--- src/rtl/screen_pkg.sv ---
// ---------------------------------------------------------------------------
// screen_pkg
// Shared definitions for the character-screen writer side:
//   - screen RAM geometry (12-bit address, 4096 cells)
//   - ASCII constants used when rendering decimal digits
//   - writer FSM state encoding
//   - digit_char(): BCD digit -> ASCII, with optional blanking to a space
// ---------------------------------------------------------------------------
package screen_pkg;

    localparam int SCREEN_ADDR_W = 12;
    localparam int SCREEN_DEPTH  = 4096;

    localparam logic [7:0] ASCII_SPACE = 8'h20;
    localparam logic [7:0] ASCII_ZERO  = 8'h30;

    // Number of double-dabble iterations for an 8-bit binary input.
    localparam int CONVERT_CYCLES = 8;

    // Number of characters in the rendered value field (hundreds/tens/ones).
    localparam int FIELD_LEN = 3;

    typedef enum logic [1:0] {
        ST_IDLE    = 2'd0,
        ST_CLEAR   = 2'd1,
        ST_CONVERT = 2'd2,
        ST_WRITE   = 2'd3
    } writer_state_e;

    // A blanked digit renders as a space; otherwise as its ASCII numeral.
    function automatic logic [7:0] digit_char(input logic [3:0] digit,
                                              input logic       blank);
        return blank ? ASCII_SPACE : (ASCII_ZERO + {4'b0000, digit});
    endfunction

endpackage

--- src/rtl/bin2bcd_seq.sv ---
// ---------------------------------------------------------------------------
// bin2bcd_seq
// Iterative 8-bit binary to 3-digit BCD converter (double dabble).
// One add-3-then-shift iteration per clock; eight iterations in total.
// The first iteration is applied on the load edge itself, so the result is
// stable seven clocks after the load edge and stays put until the next load.
//
// Ports:
//   clk    in   clock
//   reset  in   asynchronous active-high reset
//   load   in   start a conversion of 'value'
//   value  in   8-bit binary operand (sampled when load is high)
//   busy   out  iterations still outstanding
//   bcd    out  {hundreds, tens, ones}, 4 bits each
// ---------------------------------------------------------------------------
module bin2bcd_seq
    import screen_pkg::*;
(
    input  logic        clk,
    input  logic        reset,
    input  logic        load,
    input  logic [7:0]  value,
    output logic        busy,
    output logic [11:0] bcd
);

    logic [7:0]  bin_q, bin_d;
    logic [11:0] bcd_q, bcd_d;
    logic [3:0]  steps_q, steps_d;

    logic [7:0]  src_bin;
    logic [11:0] src_bcd;
    logic [11:0] adj_bcd;
    logic        step_en;

    // The top bit shifted out of the hundreds digit is always zero for an
    // 8-bit operand (hundreds <= 2), so it is intentionally discarded.
    logic        unused_carry;

    // On load the iteration starts from a cleared BCD accumulator and the
    // fresh operand, folding the first iteration into the load edge.
    assign src_bcd = load ? 12'd0 : bcd_q;
    assign src_bin = load ? value : bin_q;

    genvar gi;
    generate
        for (gi = 0; gi < 3; gi++) begin : g_adjust
            assign adj_bcd[gi*4 +: 4] = (src_bcd[gi*4 +: 4] >= 4'd5)
                                      ? (src_bcd[gi*4 +: 4] + 4'd3)
                                      : src_bcd[gi*4 +: 4];
        end
    endgenerate

    assign unused_carry = adj_bcd[11];
    assign step_en      = load || (steps_q != 4'd0);

    always_comb begin
        bcd_d   = {adj_bcd[10:0], src_bin[7]};
        bin_d   = {src_bin[6:0], 1'b0};
        steps_d = steps_q;
        if (load) begin
            steps_d = 4'(CONVERT_CYCLES - 1);
        end else if (steps_q != 4'd0) begin
            steps_d = steps_q - 4'd1;
        end
    end

    always_ff @(posedge clk or posedge reset) begin
        if (reset) begin
            bin_q   <= '0;
            bcd_q   <= '0;
            steps_q <= '0;
        end else if (step_en) begin
            bin_q   <= bin_d;
            bcd_q   <= bcd_d;
            steps_q <= steps_d;
        end
    end

    assign busy = (steps_q != 4'd0);
    assign bcd  = bcd_q;

endmodule

--- src/rtl/screen_writer.sv ---
// ---------------------------------------------------------------------------
// screen_writer
// Renders the synchronised 8-bit switch value as three right-aligned decimal
// ASCII characters (leading zeros blanked) into the screen RAM write port at
// BASE_ADDR..BASE_ADDR+2, and clears CLEAR_LEN cells starting at CLEAR_BASE
// to spaces on request. A clear is always followed by a render.
//
// Parameters:
//   BASE_ADDR   address of the hundreds character
//   CLEAR_BASE  first cleared address
//   CLEAR_LEN   number of cleared addresses (1..4096, wraps modulo 4096)
//
// Ports:
//   clk          in   clock
//   reset        in   asynchronous active-high reset
//   value_in     in   raw switch value (asynchronous to clk)
//   update_req   in   pulse: force a re-render of the value
//   clear_req    in   pulse: clear region, then re-render
//   ram_address  out  screen RAM address (registered)
//   we           out  screen RAM write enable (registered)
//   data_write   out  ASCII character (registered)
//   busy         out  FSM is not in IDLE
//   done         out  one-cycle pulse after the last character of a render
// ---------------------------------------------------------------------------
module screen_writer
    import screen_pkg::*;
#(
    parameter int BASE_ADDR  = 2449,
    parameter int CLEAR_BASE = 0,
    parameter int CLEAR_LEN  = 4096
)
(
    input  logic                     clk,
    input  logic                     reset,
    input  logic [7:0]               value_in,
    input  logic                     update_req,
    input  logic                     clear_req,
    output logic [SCREEN_ADDR_W-1:0] ram_address,
    output logic                     we,
    output logic [7:0]               data_write,
    output logic                     busy,
    output logic                     done
);

    localparam logic [SCREEN_ADDR_W-1:0] BASE_A    = SCREEN_ADDR_W'(BASE_ADDR);
    localparam logic [SCREEN_ADDR_W-1:0] CLR_BASE_A = SCREEN_ADDR_W'(CLEAR_BASE);
    localparam logic [SCREEN_ADDR_W-1:0] CLR_LAST  = SCREEN_ADDR_W'(CLEAR_LEN - 1);
    localparam logic [SCREEN_ADDR_W-1:0] CVT_LAST  = SCREEN_ADDR_W'(CONVERT_CYCLES - 1);
    localparam logic [SCREEN_ADDR_W-1:0] WR_LAST   = SCREEN_ADDR_W'(FIELD_LEN - 1);

    // Input synchroniser and render bookkeeping
    logic [7:0] sync1_q;
    logic [7:0] value_s_q;
    logic [7:0] last_value_q;
    logic       clr_pend_q, clr_pend_d;
    logic       upd_pend_q, upd_pend_d;

    // FSM
    writer_state_e           state_q, state_d;
    logic [SCREEN_ADDR_W-1:0] cnt_q, cnt_d;

    // Registered RAM-side outputs
    logic [SCREEN_ADDR_W-1:0] ram_address_q, ram_address_d;
    logic                     we_q, we_d;
    logic [7:0]               data_write_q, data_write_d;
    logic                     busy_q, busy_d;
    logic                     done_q, done_d;

    // Converter
    logic        cvt_load;
    logic        cvt_busy;
    logic [11:0] cvt_bcd;

    logic        enter_clear;
    logic        clear_exit;
    logic        blank_h, blank_t;

    bin2bcd_seq u_bin2bcd (
        .clk   (clk),
        .reset (reset),
        .load  (cvt_load),
        .value (value_s_q),
        .busy  (cvt_busy),
        .bcd   (cvt_bcd)
    );

    assign enter_clear = (state_q == ST_IDLE) && clr_pend_q;
    assign cvt_load    = (state_q == ST_IDLE) && !clr_pend_q && upd_pend_q;
    assign clear_exit  = (state_q == ST_CLEAR) && (cnt_q == CLR_LAST);

    // ---------------- state register ----------------
    always_ff @(posedge clk or posedge reset) begin
        if (reset) begin
            state_q <= ST_IDLE;
            cnt_q   <= '0;
        end else begin
            state_q <= state_d;
            cnt_q   <= cnt_d;
        end
    end

    // ---------------- next-state logic ----------------
    // cnt_q is the per-state iteration index: clear offset, conversion step
    // or character position.
    always_comb begin
        state_d = state_q;
        cnt_d   = cnt_q;
        case (state_q)
            ST_IDLE: begin
                cnt_d = '0;
                if (clr_pend_q) begin
                    state_d = ST_CLEAR;
                end else if (upd_pend_q) begin
                    state_d = ST_CONVERT;
                end
            end
            ST_CLEAR: begin
                if (cnt_q == CLR_LAST) begin
                    state_d = ST_IDLE;
                    cnt_d   = '0;
                end else begin
                    cnt_d = cnt_q + 1'b1;
                end
            end
            ST_CONVERT: begin
                if ((cnt_q == CVT_LAST) && !cvt_busy) begin
                    state_d = ST_WRITE;
                    cnt_d   = '0;
                end else begin
                    cnt_d = cnt_q + 1'b1;
                end
            end
            ST_WRITE: begin
                if (cnt_q == WR_LAST) begin
                    state_d = ST_IDLE;
                    cnt_d   = '0;
                end else begin
                    cnt_d = cnt_q + 1'b1;
                end
            end
            default: begin
                state_d = ST_IDLE;
                cnt_d   = '0;
            end
        endcase
    end

    // ---------------- output logic ----------------
    // Outputs are computed from the next state so that, once registered,
    // they line up with the cycle the FSM actually spends in CLEAR/WRITE.
    assign blank_h = (cvt_bcd[11:8] == 4'd0);
    assign blank_t = blank_h && (cvt_bcd[7:4] == 4'd0);

    always_comb begin
        ram_address_d = ram_address_q;
        data_write_d  = data_write_q;
        we_d          = 1'b0;
        busy_d        = (state_d != ST_IDLE);
        done_d        = (state_q == ST_WRITE) && (state_d == ST_IDLE);
        case (state_d)
            ST_CLEAR: begin
                we_d          = 1'b1;
                ram_address_d = CLR_BASE_A + cnt_d;
                data_write_d  = ASCII_SPACE;
            end
            ST_WRITE: begin
                we_d          = 1'b1;
                ram_address_d = BASE_A + cnt_d;
                case (cnt_d[1:0])
                    2'd0:    data_write_d = digit_char(cvt_bcd[11:8], blank_h);
                    2'd1:    data_write_d = digit_char(cvt_bcd[7:4], blank_t);
                    default: data_write_d = digit_char(cvt_bcd[3:0], 1'b0);
                endcase
            end
            default: ;
        endcase
    end

    // Pending-request flags. The value comparison is suppressed on the load
    // cycle because that very value is being captured for rendering.
    always_comb begin
        clr_pend_d = (clr_pend_q && !enter_clear) || clear_req;
        upd_pend_d = (upd_pend_q && !cvt_load)
                   || update_req
                   || clear_exit
                   || ((value_s_q != last_value_q) && !cvt_load);
    end

    always_ff @(posedge clk or posedge reset) begin
        if (reset) begin
            sync1_q       <= '0;
            value_s_q     <= '0;
            last_value_q  <= '0;
            clr_pend_q    <= 1'b1;
            upd_pend_q    <= 1'b1;
            ram_address_q <= '0;
            we_q          <= 1'b0;
            data_write_q  <= '0;
            busy_q        <= 1'b0;
            done_q        <= 1'b0;
        end else begin
            sync1_q       <= value_in;
            value_s_q     <= sync1_q;
            if (cvt_load) begin
                last_value_q <= value_s_q;
            end
            clr_pend_q    <= clr_pend_d;
            upd_pend_q    <= upd_pend_d;
            ram_address_q <= ram_address_d;
            we_q          <= we_d;
            data_write_q  <= data_write_d;
            busy_q        <= busy_d;
            done_q        <= done_d;
        end
    end

    assign ram_address = ram_address_q;
    assign we          = we_q;
    assign data_write  = data_write_q;
    assign busy        = busy_q;
    assign done        = done_q;

endmodule

--- config.mk ---
export PLATFORM = sky130hd
export DESIGN_NAME = screen_writer
export DESIGN_NICKNAME = d
export VERILOG_FILES = /design/src/rtl/screen_pkg.sv /design/src/rtl/bin2bcd_seq.sv /design/src/rtl/screen_writer.sv
export SDC_FILE = /design/constraint.sdc
export NUM_CORES = 1
export LEC_CHECK = 0
export CAP_MARGIN = 20
export CORE_UTILIZATION = 35
export DETAILED_ROUTE_END_ITERATION = 8
export PLACE_DENSITY = 0.51
export SLEW_MARGIN = 15
export SYNTH_ARGS = -nofsm -noshare
export SYNTH_HDL_FRONTEND = slang
export SYNTH_SLANG_ARGS = --single-unit
--- constraint.sdc ---
create_clock -name clk -period 8 [get_ports clk]
set_input_delay 0.8 -clock clk [delete_from_list [all_inputs] [get_ports clk]]
set_output_delay 0.8 -clock clk [all_outputs]
set_load 0.01 [all_outputs]
# Word level (Yosys, flattened, before mapping)
# Cells that the tools add are included.
# classes
n_mux	23
magnitude_cmp	3
n_reduce_logical	30
add_sub_neg	9
n_eq_ne	10
# ops
cell	count
$mux W12	4
$pmux W12 S4	1
$pmux W12 S2	1
$add A6 B4 Y7 const A	3
$mux W4	4
$pmux W8 S2	1
$mux W7	2
$pmux W7 S2	1
$add A12 B1 Y12 const B	1
$add A12 B12 Y12 const A	1
$eq A12 B12 Y1 const B	1
$eq A12 B2 Y1 const B	1
$eq A12 B3 Y1 const B	1
$ge A4 B3 Y1 const B	3
$logic_and A1 B1 Y1	10
$mux W2	5
$add A4 B2 Y4 const B	2
$logic_not A4 Y1	2
$mux W8	1
$ne A8 B8 Y1	1
$pmux W2 S4	1
$eq A2 B1 Y1 const B	3
$eq A2 B2 Y1 const B	3
$logic_not A2 Y1	3
10 further kinds	19
# totals
out_inout_bits	23
register_bits	86
input_bits	12
word_cells	90

# Depth between registers and ports, before layout
# Gate-level depths: netlist of the first run.
# depth
depth_word	8
ltp_mapped	13
ltp_nobuf	13

# Modules after synthesis
# A second synthesis of the first run with hierarchy kept.
# hier_totals
cells_unflattened	439
hier_area_um2	4471.8
# modules_own_cells
mod	n_inst	seq_area_each_um2	area_per_inst_um2	cells_per_inst
screen_writer	1	1503.9	3089.2	287
bin2bcd_seq	1	575.6	1382.6	152

# Worst setup path before layout of the first run
# No wires, ideal clock.
# synth_path
path_kind	register to register
from	register cnt_q[0]
to	register ram_address_q[10] (netlist: ram_address[10])
path_buffers	2
t_required_ps	7879
synth_period_minus_slack_ps	2912
path_stages_with_launch	13
setup_time_ps	121
path_slack_ps	5088
t_arrival_ps	2791
path_cell_list	dfrtp_1 ha_1 nand4_2 nor4_2 or3b_1 buf_6 a21oi_2 buf_6 ha_1 a31oi_1 o32a_1 o311a_1 a22o_1
# synth_via
elab_chain_cells	6
word_cells_on_any_way	18
cone_classes	add/sub (2); eq/ne (5); mux (9); reduce/logical (2)
# synth_rtl
element	line_no	rtl
start, declared	screen_writer.sv:60	logic [SCREEN_ADDR_W-1:0] cnt_q, cnt_d;
start signal, assigned	screen_writer.sv:98	cnt_q <= cnt_d;
parallel branches: the longest is 3 deep, another holds $add A12 B1 Y12	--	
$pmux W12 S4 *	screen_writer.sv:108	case (state_q)
net cnt_d[1]	screen_writer.sv:60	
$add A12 B12 Y12 *	screen_writer.sv:168	ram_address_d = BASE_A + cnt_d;
$pmux W12 S2 *	screen_writer.sv:160	case (state_d)
end signal, assigned	screen_writer.sv:209	ram_address_q <= ram_address_d;
end, declared	screen_writer.sv:63	logic [SCREEN_ADDR_W-1:0] ram_address_q, ram_address_d;
# Mark *: on every way through the listed nets, which the timed path passes.
# A chain may end at the register's enable or synchronous reset.

# Worst setup path in the final report of the first run
# layout_path
from	register cnt_q[0]
to	register ram_address_q[10] (netlist: ram_address[10])
# layout_via
elab_chain_cells	6
word_cells_on_any_way	18
cone_classes	add/sub (2); eq/ne (5); mux (9); reduce/logical (2)
# layout_rtl
element
parallel branches: the longest is 6 deep, another holds $add A12 B1 Y12
# Several ways; the timed one is not identified.

==> results of run 1 <==
## state kept, by name, summed over array words and instances (netlist names)
| name | flops |
|---|---|
| busy | 1 |
| clr_pend_q | 1 |
| cnt_q | 12 |
| data_write | 6 |
| done | 1 |
| last_value_q | 8 |
| ram_address | 12 |
| state_q | 1 |
| sync1_q | 8 |
| u_bin2bcd.bcd | 12 |
| u_bin2bcd.bin_q | 7 |
| u_bin2bcd.steps_q | 4 |
| upd_pend_q | 1 |
| value_s_q | 8 |
| we | 1 |
## routing by layer
metal	up-vias	track usage	routed length [um]
met5	-	0	0
met4	0	0.0827	236
met3	21	0.0383	384
met2	87	0.248	4190
met1	1514	0.219	4310
li1	1523	-	-
## final timing paths
| check | depth (start not counted) | endpoint | slack [ns] |
|---|---|---|---|
| min in group asynchronous | 3 | value_s_q[7]$_DFF_PP0_ | 0.97 |
| max reg2reg | 10 | ram_address[10]$_DFFE_PP0P_ | 4.55 |
| max in group asynchronous | 3 | u_bin2bcd.bcd[1]$_DFFE_PP0P_ | 6.52 |
| min | 0 | value_s_q[6]$_DFF_PP0_ | 0.35 |
| min reg2reg | 0 | value_s_q[6]$_DFF_PP0_ | 0.35 |
| max | 10 | ram_address[10]$_DFFE_PP0P_ | 4.55 |
## power by group
group	switching [mW]	internal [mW]
registers	0.121	0.542
clock network	0.191	0.218
logic	0.420	0.331
total	0.732	1.09
## synthesized netlist by cell type (2+ instances only)
cell type | number | area, um2
buf_6 | 3 | 33.8
nand4_1 | 2 | 12.5
nand2_1 | 69 | 259
xnor2_1 | 21 | 184
a211oi_1 | 4 | 30.0
dfrtp_1 | 81 | 2030
a32o_1 | 4 | 40.0
a21o_1 | 2 | 15.0
ha_1 | 13 | 163
o21a_1 | 2 | 15.0
or3_1 | 2 | 12.5
buf_2 | 6 | 30.0
inv_2 | 2 | 7.51
nor4_1 | 6 | 37.5
xor2_1 | 7 | 61.3
o211ai_1 | 4 | 30.0
or2_2 | 2 | 12.5
nor2_1 | 26 | 97.6
clkbuf_1 | 10 | 37.5
inv_1 | 14 | 52.6
a31oi_1 | 4 | 25.0
o31ai_1 | 3 | 22.5
a21oi_1 | 22 | 110
and3_1 | 2 | 12.5
nand4_2 | 2 | 25.0
o21ai_0 | 26 | 130
dfstp_2 | 2 | 52.6
mux2i_1 | 8 | 80.1
nor3_1 | 9 | 45.0
o22ai_1 | 2 | 12.5
a221o_1 | 4 | 40.0
nor4_2 | 3 | 37.5
nand3_1 | 18 | 90.1
and2_1 | 3 | 18.8
and3b_1 | 2 | 17.5
o21ai_1 | 3 | 15.0
nand2b_1 | 6 | 37.5
buf_4 | 2 | 15.0
## final cells by class
class                   count  area, um2  area share
clock buffers               9        225      0.0464
clock inverters             7       62.6      0.0129
inverters                  16       61.3      0.0126
multi-input cells         303       1890       0.389
flip-flops and latches     83       2080       0.428
well taps                 143        179      0.0369
repair buffers             36        358      0.0737
## stage by stage
step / worst slack, ns / instance area, um2 / power (mW) / std cells / util
floorplan: 5.07 / 4140 / 1.23 / 423 / -
global placement: 4.65 / 4550 / 1.42 / 580 / 0.397
detailed placement: 4.55 / 4550 / 1.42 / 580 / 0.397
CTS: 4.55 / 4840 / 1.85 / 596 / 0.422
global route: 4.35 / 4850 / 1.99 / 597 / 0.423
finish: 4.55 / 4850 / 1.82 / 597 / 0.423
## cell families after synthesis
group,after synthesis,synth area share
AND/OR/NAND/NOR,160,0.192
AO/OA/AOI/OAI,92,0.145
multiplexers,8,0.0193
buffers and inverters,37,0.0426
flip-flops,83,0.502
other,1,0.000906
XOR/XNOR,28,0.0592
adder cells (fa/ha/maj),13,0.0393
==> impl_metrics.env, run 1 <==
export IMPL_gp_congestion=0.839
export IMPL_synth_cells=422
export IMPL_critical_path_cell_chain="ha_1 > nand4_2 > nor4_2 > or3b_1 > a21oi_2 > ha_1 > a31oi_1 > o32a_1 > o311a_1 > a22o_1"
export IMPL_cts_root_buf="clkbuf_16"
export IMPL_postCtsSetupBuffers=0
export IMPL_fin_setup_tns_ns=0
export IMPL_worstSkewPairLatency_ns=0.35
export IMPL_antenna_left=0
export IMPL_nNetsFinal=474
export IMPL_cp_arrival_ns=3.70
export IMPL_startpoint_type="register"
export IMPL_tritoncts="done"
export IMPL_die_w_um=111
export IMPL_fin_crit_ns=3.45
export IMPL_clkTransAtPathRegs_ns=0.07
export IMPL_track_usage=0.164
export IMPL_required_ns=8.24
export IMPL_holdWs_ns=0.348
export IMPL_status="finished, final reports clean"
export IMPL_dr_pass1_iters=5
export IMPL_cts_sinks=83
export IMPL_fin_crit_sh=0.432
export IMPL_r2r_start="cnt_q[0]$_DFF_PP0_"
export IMPL_ys_types=59
export IMPL_final_common_cell="dfrtp_1"
export IMPL_antennaDiodeCount=0
export IMPL_synth_ff_type="dfrtp_1"
export IMPL_coreArea_um2=11500
export IMPL_rows=39
export IMPL_dpl_hpwl_um=6140
export IMPL_htree_levels=3
export IMPL_cp_num_buf_inv=0
export IMPL_p_leak_nw=2.10
export IMPL_die_h_um=111
export IMPL_cts_made_buffers=9
export IMPL_hp_class="reg -> reg"
export IMPL_wirelength_um=9110
export IMPL_grt_start_max_net_pins=84
export IMPL_grt_overflow_total=0
export IMPL_cp_startpoint="cnt_q[0]$_DFF_PP0_"
export IMPL_yosysWarnings=0
export IMPL_crit_path_end_kind="register"
export IMPL_syn_avg_cell_area_um2=9.81
export IMPL_cp_top_family="compound AO/OA/AOI/OAI gates"
export IMPL_fmax_ghz=0.290
export IMPL_mostFrequentLayoutCells="dfrtp_1, nand2_1, clkdlybuf4s50_1, nor2_1, o21ai_0"
export IMPL_cpMostUsedCell="ha_1"
export IMPL_routed_via_density=5.27
export IMPL_synth_edf_count=0
export IMPL_cp_slowest_stage_delay_ns=0.50
export IMPL_initial_utilization=0.361
export IMPL_ys_seq_area_frac=0.502
export IMPL_final_max_slew_violation_count=0
export IMPL_vdd_ir_drop_max_mv=0.160
export IMPL_cts_resized=0
export IMPL_slew_headroom=0.381
export IMPL_worst_slew_pin_slew_ns=0.926
export IMPL_setup_violations=0
export IMPL_dieArea_um2=12300
export IMPL_critPathMaxFanout=13
export IMPL_critical_path_slowest_cell="or3b_1"
export IMPL_p_per_area_nw_per_um2=376
export IMPL_avgRoutedWirePerCell_um=15.3
export IMPL_numPortBuffers=32
export IMPL_antenna_found_initial=0
export IMPL_area_delta_synth_final_pct=17.2
export IMPL_rsz0062_at_grt="false"
export IMPL_grt_pass1_wl_um=15800
export IMPL_fillers=1086
export IMPL_synth_seq_cells=83
export IMPL_hp_start="sync1_q[6]$_DFF_PP0_"
export IMPL_dr_total_vias=3145
export IMPL_cts_max_path_buffers=2
export IMPL_grt_pass1_vias=3025
export IMPL_io_pins=35
export IMPL_cap_viol_max_count=0
export IMPL_crit_type="reg -> reg"
export IMPL_async_flop_share=1.00
export IMPL_drc=0
export IMPL_drtIter0Drc=204
export IMPL_syn_cell_area_um2=4140
export IMPL_drive_above_1_share=0.0793
export IMPL_holdBufCountCts=0
export IMPL_finalClockSkew_ns=0.00844
export IMPL_finalHoldViolCount=0
(Power assumes the default switching activity.)
==> inputs of run 2 (changes only) <==
- PLACE_DENSITY: 0.51 -> 0.53
- clock period: 8 -> 3.1 ns (I/O delays scaled with it)
==> impl_metrics.env, run 2 (synthesis gave the netlist of run 1 again) <==
export IMPL_p_per_area_nw_per_um2=976
export IMPL_grt_start_max_net_pins=51
export IMPL_antennaDiodeCount=0
export IMPL_fin_crit_sh=0.946
export IMPL_antenna_found_initial=0
export IMPL_slew_headroom=0.599
export IMPL_postPlaceCellArea_um2=4650
export IMPL_required_ns=3.34
export IMPL_drive_above_1_share=0.105
export IMPL_fillers=1093
export IMPL_fin_setup_tns_ns=0
export IMPL_fmax_ghz=0.341
export IMPL_worstSkewPairLatency_ns=0.35
export IMPL_status="finished, final reports clean"
export IMPL_cp_slowest_stage_delay_ns=0.45
export IMPL_hp_class="in -> async"
export IMPL_holdWs_ns=0.330
export IMPL_cts_root_buf="clkbuf_16"
export IMPL_startpoint_type="register"
export IMPL_critical_path_cell_chain="ha_1 > nand4_2 > nor4_4 > or3b_4 > nand2_1 > nand2_1 > inv_2 > ha_1 > a31oi_1 > o32a_1 > o311a_1 > a22o_1"
export IMPL_rsz0062_at_grt="false"
export IMPL_p_leak_nw=2.17
export IMPL_dieArea_um2=12300
export IMPL_gp_congestion=0.884
export IMPL_finalClockSkew_ns=0.00857
export IMPL_critical_path_slowest_cell="dfrtp_2"
export IMPL_routed_via_density=5.18
export IMPL_clkTransAtPathRegs_ns=0.07
export IMPL_setup_violations=0
export IMPL_cp_top_family="compound AO/OA/AOI/OAI gates"
export IMPL_htree_levels=3
export IMPL_critPathMaxFanout=7
export IMPL_area_delta_synth_final_pct=19.8
export IMPL_final_max_slew_violation_count=0
export IMPL_cts_made_buffers=9
export IMPL_cts_sinks=83
export IMPL_dr_pass1_iters=4
export IMPL_met3_usage=0.0405
export IMPL_worst_slew_pin_slew_ns=0.600
export IMPL_grt_overflow_total=0
export IMPL_coreArea_um2=11500
export IMPL_antenna_left=0
export IMPL_grt_use_met2=0.255
export IMPL_crit_path_end_kind="register"
export IMPL_finalHoldViolCount=0
export IMPL_cp_num_buf_inv=1
export IMPL_initial_utilization=0.361
export IMPL_cp_arrival_ns=3.17
export IMPL_mostFrequentLayoutCells="dfrtp_1, nand2_1, clkdlybuf4s50_1, nor2_1, o21ai_0"
export IMPL_fin_crit_ns=2.93
export IMPL_cts_max_path_buffers=2
export IMPL_dr_total_vias=3147
export IMPL_grt_pass1_vias=3119
export IMPL_busiest_layer="met2"
export IMPL_nNetsFinal=485
export IMPL_holdBufCountCts=0
export IMPL_final_common_cell="dfrtp_1"
export IMPL_drc=0
export IMPL_die_h_um=111
export IMPL_crit_type="reg -> reg"
export IMPL_vdd_ir_drop_max_mv=0.409
export IMPL_io_pins=35
export IMPL_numPortBuffers=32
export IMPL_avgRoutedWirePerCell_um=15.0
export IMPL_dpl_hpwl_um=6260
export IMPL_design_area_um2=4960
export IMPL_track_usage=0.161
export IMPL_use_met1=0.209
export IMPL_cap_viol_max_count=0
export IMPL_wirelength_um=9140
export IMPL_tritoncts="done"
export IMPL_die_w_um=111
export IMPL_rows=39
export IMPL_grt_pass1_wl_um=15600
export IMPL_drtIter0Drc=166
==> run 2: changes by cell type in the layout (fill, tap and decap cells not counted), sizes merged <==
cell / previous run / this run
clkbuf: 9 / 10
clkinv: 1 / 2
buf: 4 / 15
inv: 21 / 19
==> run 2: path summary, 6_finish.rpt <==
| check | start | slack [ns] | cells past startpoint | to |
|---|---|---|---|---|
| worst max-delay path | cnt_q[0]$_DFF_PP0_ | 0.17 | 12 | ram_address[10]$_DFFE_PP0P_ |
| worst min-delay path | reset | 0.33 | 2 | value_s_q[7]$_DFF_PP0_ |
| worst max register to register | cnt_q[0]$_DFF_PP0_ | 0.17 | 12 | ram_address[10]$_DFFE_PP0P_ |
| worst min register to register | sync1_q[5]$_DFF_PP0_ | 0.34 | 0 | value_s_q[5]$_DFF_PP0_ |
| max in group asynchronous | reset | 2.07 | 3 | clr_pend_q$_DFF_PP1_ |
| min in group clk | sync1_q[5]$_DFF_PP0_ | 0.34 | 0 | value_s_q[5]$_DFF_PP0_ |
==> run 2: final cells by class <==
| type | count | area (um2) | share of cell area |
|---|---|---|---|
| inverters | 16 | 61.3 | 0.0124 |
| clock buffers | 10 | 239 | 0.0482 |
| clock inverters | 6 | 53.8 | 0.0109 |
| well taps | 143 | 179 | 0.0361 |
| flip-flops and latches | 83 | 2080 | 0.420 |
| repair buffers | 47 | 445 | 0.0898 |
| multi-input cells | 303 | 1900 | 0.383 |
==> run 2: timing repair <==
item | in CTS | in global routing
gates resized for setup | 0 | 3
setup buffers | 0 | 0
setup endpoints to repair | 0 | 2
==> run 2: per-stage QoR <==
step,instances,worst slack [ns],util,power [mW]
floorplan,423,0.188,-,3.17
global placement,592,0.207,0.406,3.75
detailed placement,592,0.128,0.406,3.79
CTS,608,0.128,0.431,4.88
global route,608,0.00661,0.432,5.22
finish,608,0.168,0.432,4.84
==> run 2: report_power, final <==
part / switching (mW) / internal (mW)
Combinational: 1.14 / 0.938
Clock: 0.474 / 0.580
Sequential: 0.305 / 1.40
==> run 2: per-layer routing <==
metal | share of wire | vias to the layer above
met2 | 0.48 | 79
met5 | 0 | -
met1 | 0.46 | 1509
met3 | 0.041 | 14
met4 | 0.018 | 0
li1 | - | 1545
==> inputs of run 3 (changes only) <==
- CORE_UTILIZATION: 35 -> 52
- PLACE_DENSITY: 0.53 -> 0.74
- TNS_END_PERCENT: default -> 1
==> impl_metrics.env, run 3 (synthesis gave the netlist of run 1 again) <==
export IMPL_p_per_area_nw_per_um2=938
export IMPL_cp_arrival_ns=3.14
export IMPL_grt_overflow_total=0
export IMPL_swShare=0.410
export IMPL_setup_ws_ns=0.203
export IMPL_nNetsFinal=482
export IMPL_dieArea_um2=8320
export IMPL_dr_pass1_iters=4
export IMPL_comb_power_share=0.458
export IMPL_drtIter0Drc=255
export IMPL_final_max_slew_violation_count=0
export IMPL_cts_max_path_buffers=2
export IMPL_cts_root_buf="clkbuf_8"
export IMPL_holdBufCountCts=0
export IMPL_rows=32
export IMPL_wirelength_um=8530
export IMPL_coreArea_um2=7730
export IMPL_hp_class="in -> async"
export IMPL_fillers=641
export IMPL_required_ns=3.35
export IMPL_switchingPower_mw=1.83
export IMPL_cts_made_buffers=9
export IMPL_vdd_ir_drop_max_mv=0.387
export IMPL_routed_via_density=5.60
export IMPL_design_area_um2=4760
export IMPL_power_frac_seq=0.384
export IMPL_drc=0
export IMPL_critPathMaxFanout=8
export IMPL_die_h_um=91.2
export IMPL_p_leak_nw=2.09
export IMPL_initial_utilization=0.536
export IMPL_fin_crit_sh=0.934
export IMPL_track_usage=0.229
export IMPL_mostFrequentLayoutCells="dfrtp_1, nand2_1, clkdlybuf4s50_1, nor2_1, o21ai_0"
export IMPL_gp_congestion=0.869
export IMPL_postCtsSetupBuffers=0
export IMPL_cts_sinks=83
export IMPL_crit_path_end_kind="register"
export IMPL_dpl_hpwl_um=6030
export IMPL_drive_above_1_share=0.0952
export IMPL_status="finished, final reports clean"
export IMPL_clockPowerShare=0.158
export IMPL_antenna_left=0
export IMPL_rsz0062_at_grt="false"
export IMPL_io_pins=35
export IMPL_tritoncts="done"
export IMPL_worst_slew_pin_slew_ns=0.614
export IMPL_dr_total_vias=3160
export IMPL_grt_start_max_net_pins=48
export IMPL_fin_setup_tns_ns=0
export IMPL_worstSkewPairLatency_ns=0.35
export IMPL_cts_resized=0
export IMPL_final_core_util=0.616
export IMPL_die_w_um=91.2
export IMPL_startpoint_type="register"
export IMPL_fin_crit_ns=2.90
export IMPL_antenna_found_initial=0
export IMPL_area_delta_synth_final_pct=15.0
export IMPL_numPortBuffers=32
export IMPL_postPlaceCellArea_um2=4580
export IMPL_finalHoldViolCount=0
export IMPL_grt_pass1_vias=3150
export IMPL_grt_pass1_wl_um=14900
export IMPL_htree_levels=3
export IMPL_place_ws_ns=0.144
export IMPL_crit_type="reg -> reg"
export IMPL_final_common_cell="dfrtp_1"
export IMPL_antennaDiodeCount=0
export IMPL_finalClockSkew_ns=0.0112
export IMPL_cap_viol_max_count=0
export IMPL_clkTransAtPathRegs_ns=0.09
export IMPL_p_int_mw=2.64
export IMPL_setup_violations=0
export IMPL_slew_headroom=0.590
export IMPL_avgRoutedWirePerCell_um=15.1
export IMPL_fmax_ghz=0.345
-- run 3: changes by cell type in the layout (fill, tap and decap cells not counted), moves of 2 or more --
cell | before | now
clkbuf_16 | 9 | 0
clkinv_4 | 1 | 3
clkbuf_8 | 1 | 10
inv_6 | 3 | 0
buf_4 | 14 | 11
-- run 3: worst paths after layout --
check / depth (start not counted) / startpoint / slack [ns] / end
max in group asynchronous: 3 / reset / 2.08 / upd_pend_q$_DFF_PP1_
worst max register to register: 13 / cnt_q[0]$_DFF_PP0_ / 0.20 / ram_address[10]$_DFFE_PP0P_
min in group clk: 0 / sync1_q[6]$_DFF_PP0_ / 0.35 / value_s_q[6]$_DFF_PP0_
worst min register to register: 0 / sync1_q[6]$_DFF_PP0_ / 0.35 / value_s_q[6]$_DFF_PP0_
worst max-delay path: 13 / cnt_q[0]$_DFF_PP0_ / 0.20 / ram_address[10]$_DFFE_PP0P_
worst min-delay path: 2 / reset / 0.34 / value_s_q[7]$_DFF_PP0_
-- run 3: cell type report --
| class | instances | area, um2 | area share |
|---|---|---|---|
| Inverter | 16 | 61.3 | 0.0129 |
| Sequential cell | 83 | 2080 | 0.437 |
| Tap cell | 102 | 128 | 0.0268 |
| Timing Repair Buffer | 44 | 423 | 0.0888 |
| Clock buffer | 11 | 141 | 0.0297 |
| Multi-Input combinational cell | 303 | 1890 | 0.397 |
| Clock inverter | 5 | 38.8 | 0.00815 |
-- run 3: stage by stage --
| step | hold slack, ns | std cells | power [mW] |
|---|---|---|---|
| 3_5_place_dp | 0.335 | 548 | 3.77 |
| 5_1_grt | 0.361 | 564 | 4.83 |
| 6_report | 0.337 | 564 | 4.46 |
| 2_1_floorplan | 0.331 | 423 | 3.17 |
| 4_1_cts | 0.346 | 564 | 4.49 |
| 3_3_place_gp | 0.333 | 548 | 3.69 |
-- run 3: power by group through the flow --
stage	combinational, mW	sequential, mW	clock [mW]
final	2.05	1.71	0.705
after global routing	2.30	1.76	0.778
after CTS	2.05	1.71	0.733
after detailed placement	2.04	1.73	0
after global placement	1.98	1.71	0
after floorplan	1.52	1.65	0
-- run 3: worst max-delay path, stage by stage (launching register included) --
cell and delay (ns):
dfrtp_1 0.47, inv_1 0.09, ha_1 0.21, and3b_1 0.18
a21oi_1 0.21, o21ai_4 0.13, nand2_1 0.12, nand2_1 0.09
inv_2 0.10, ha_1 0.20, a31oi_1 0.14, o32a_1 0.37
o311a_1 0.29, a22o_1 0.19
-- run 3: metal layers --
layer / track usage / up-vias / part of all wire
met2: 0.362 / 88 / 0.47
met5: 0 / - / 0
li1: - / 1536 / -
met1: 0.306 / 1523 / 0.46
met4: 0.0966 / 0 / 0.022
met3: 0.0486 / 13 / 0.046
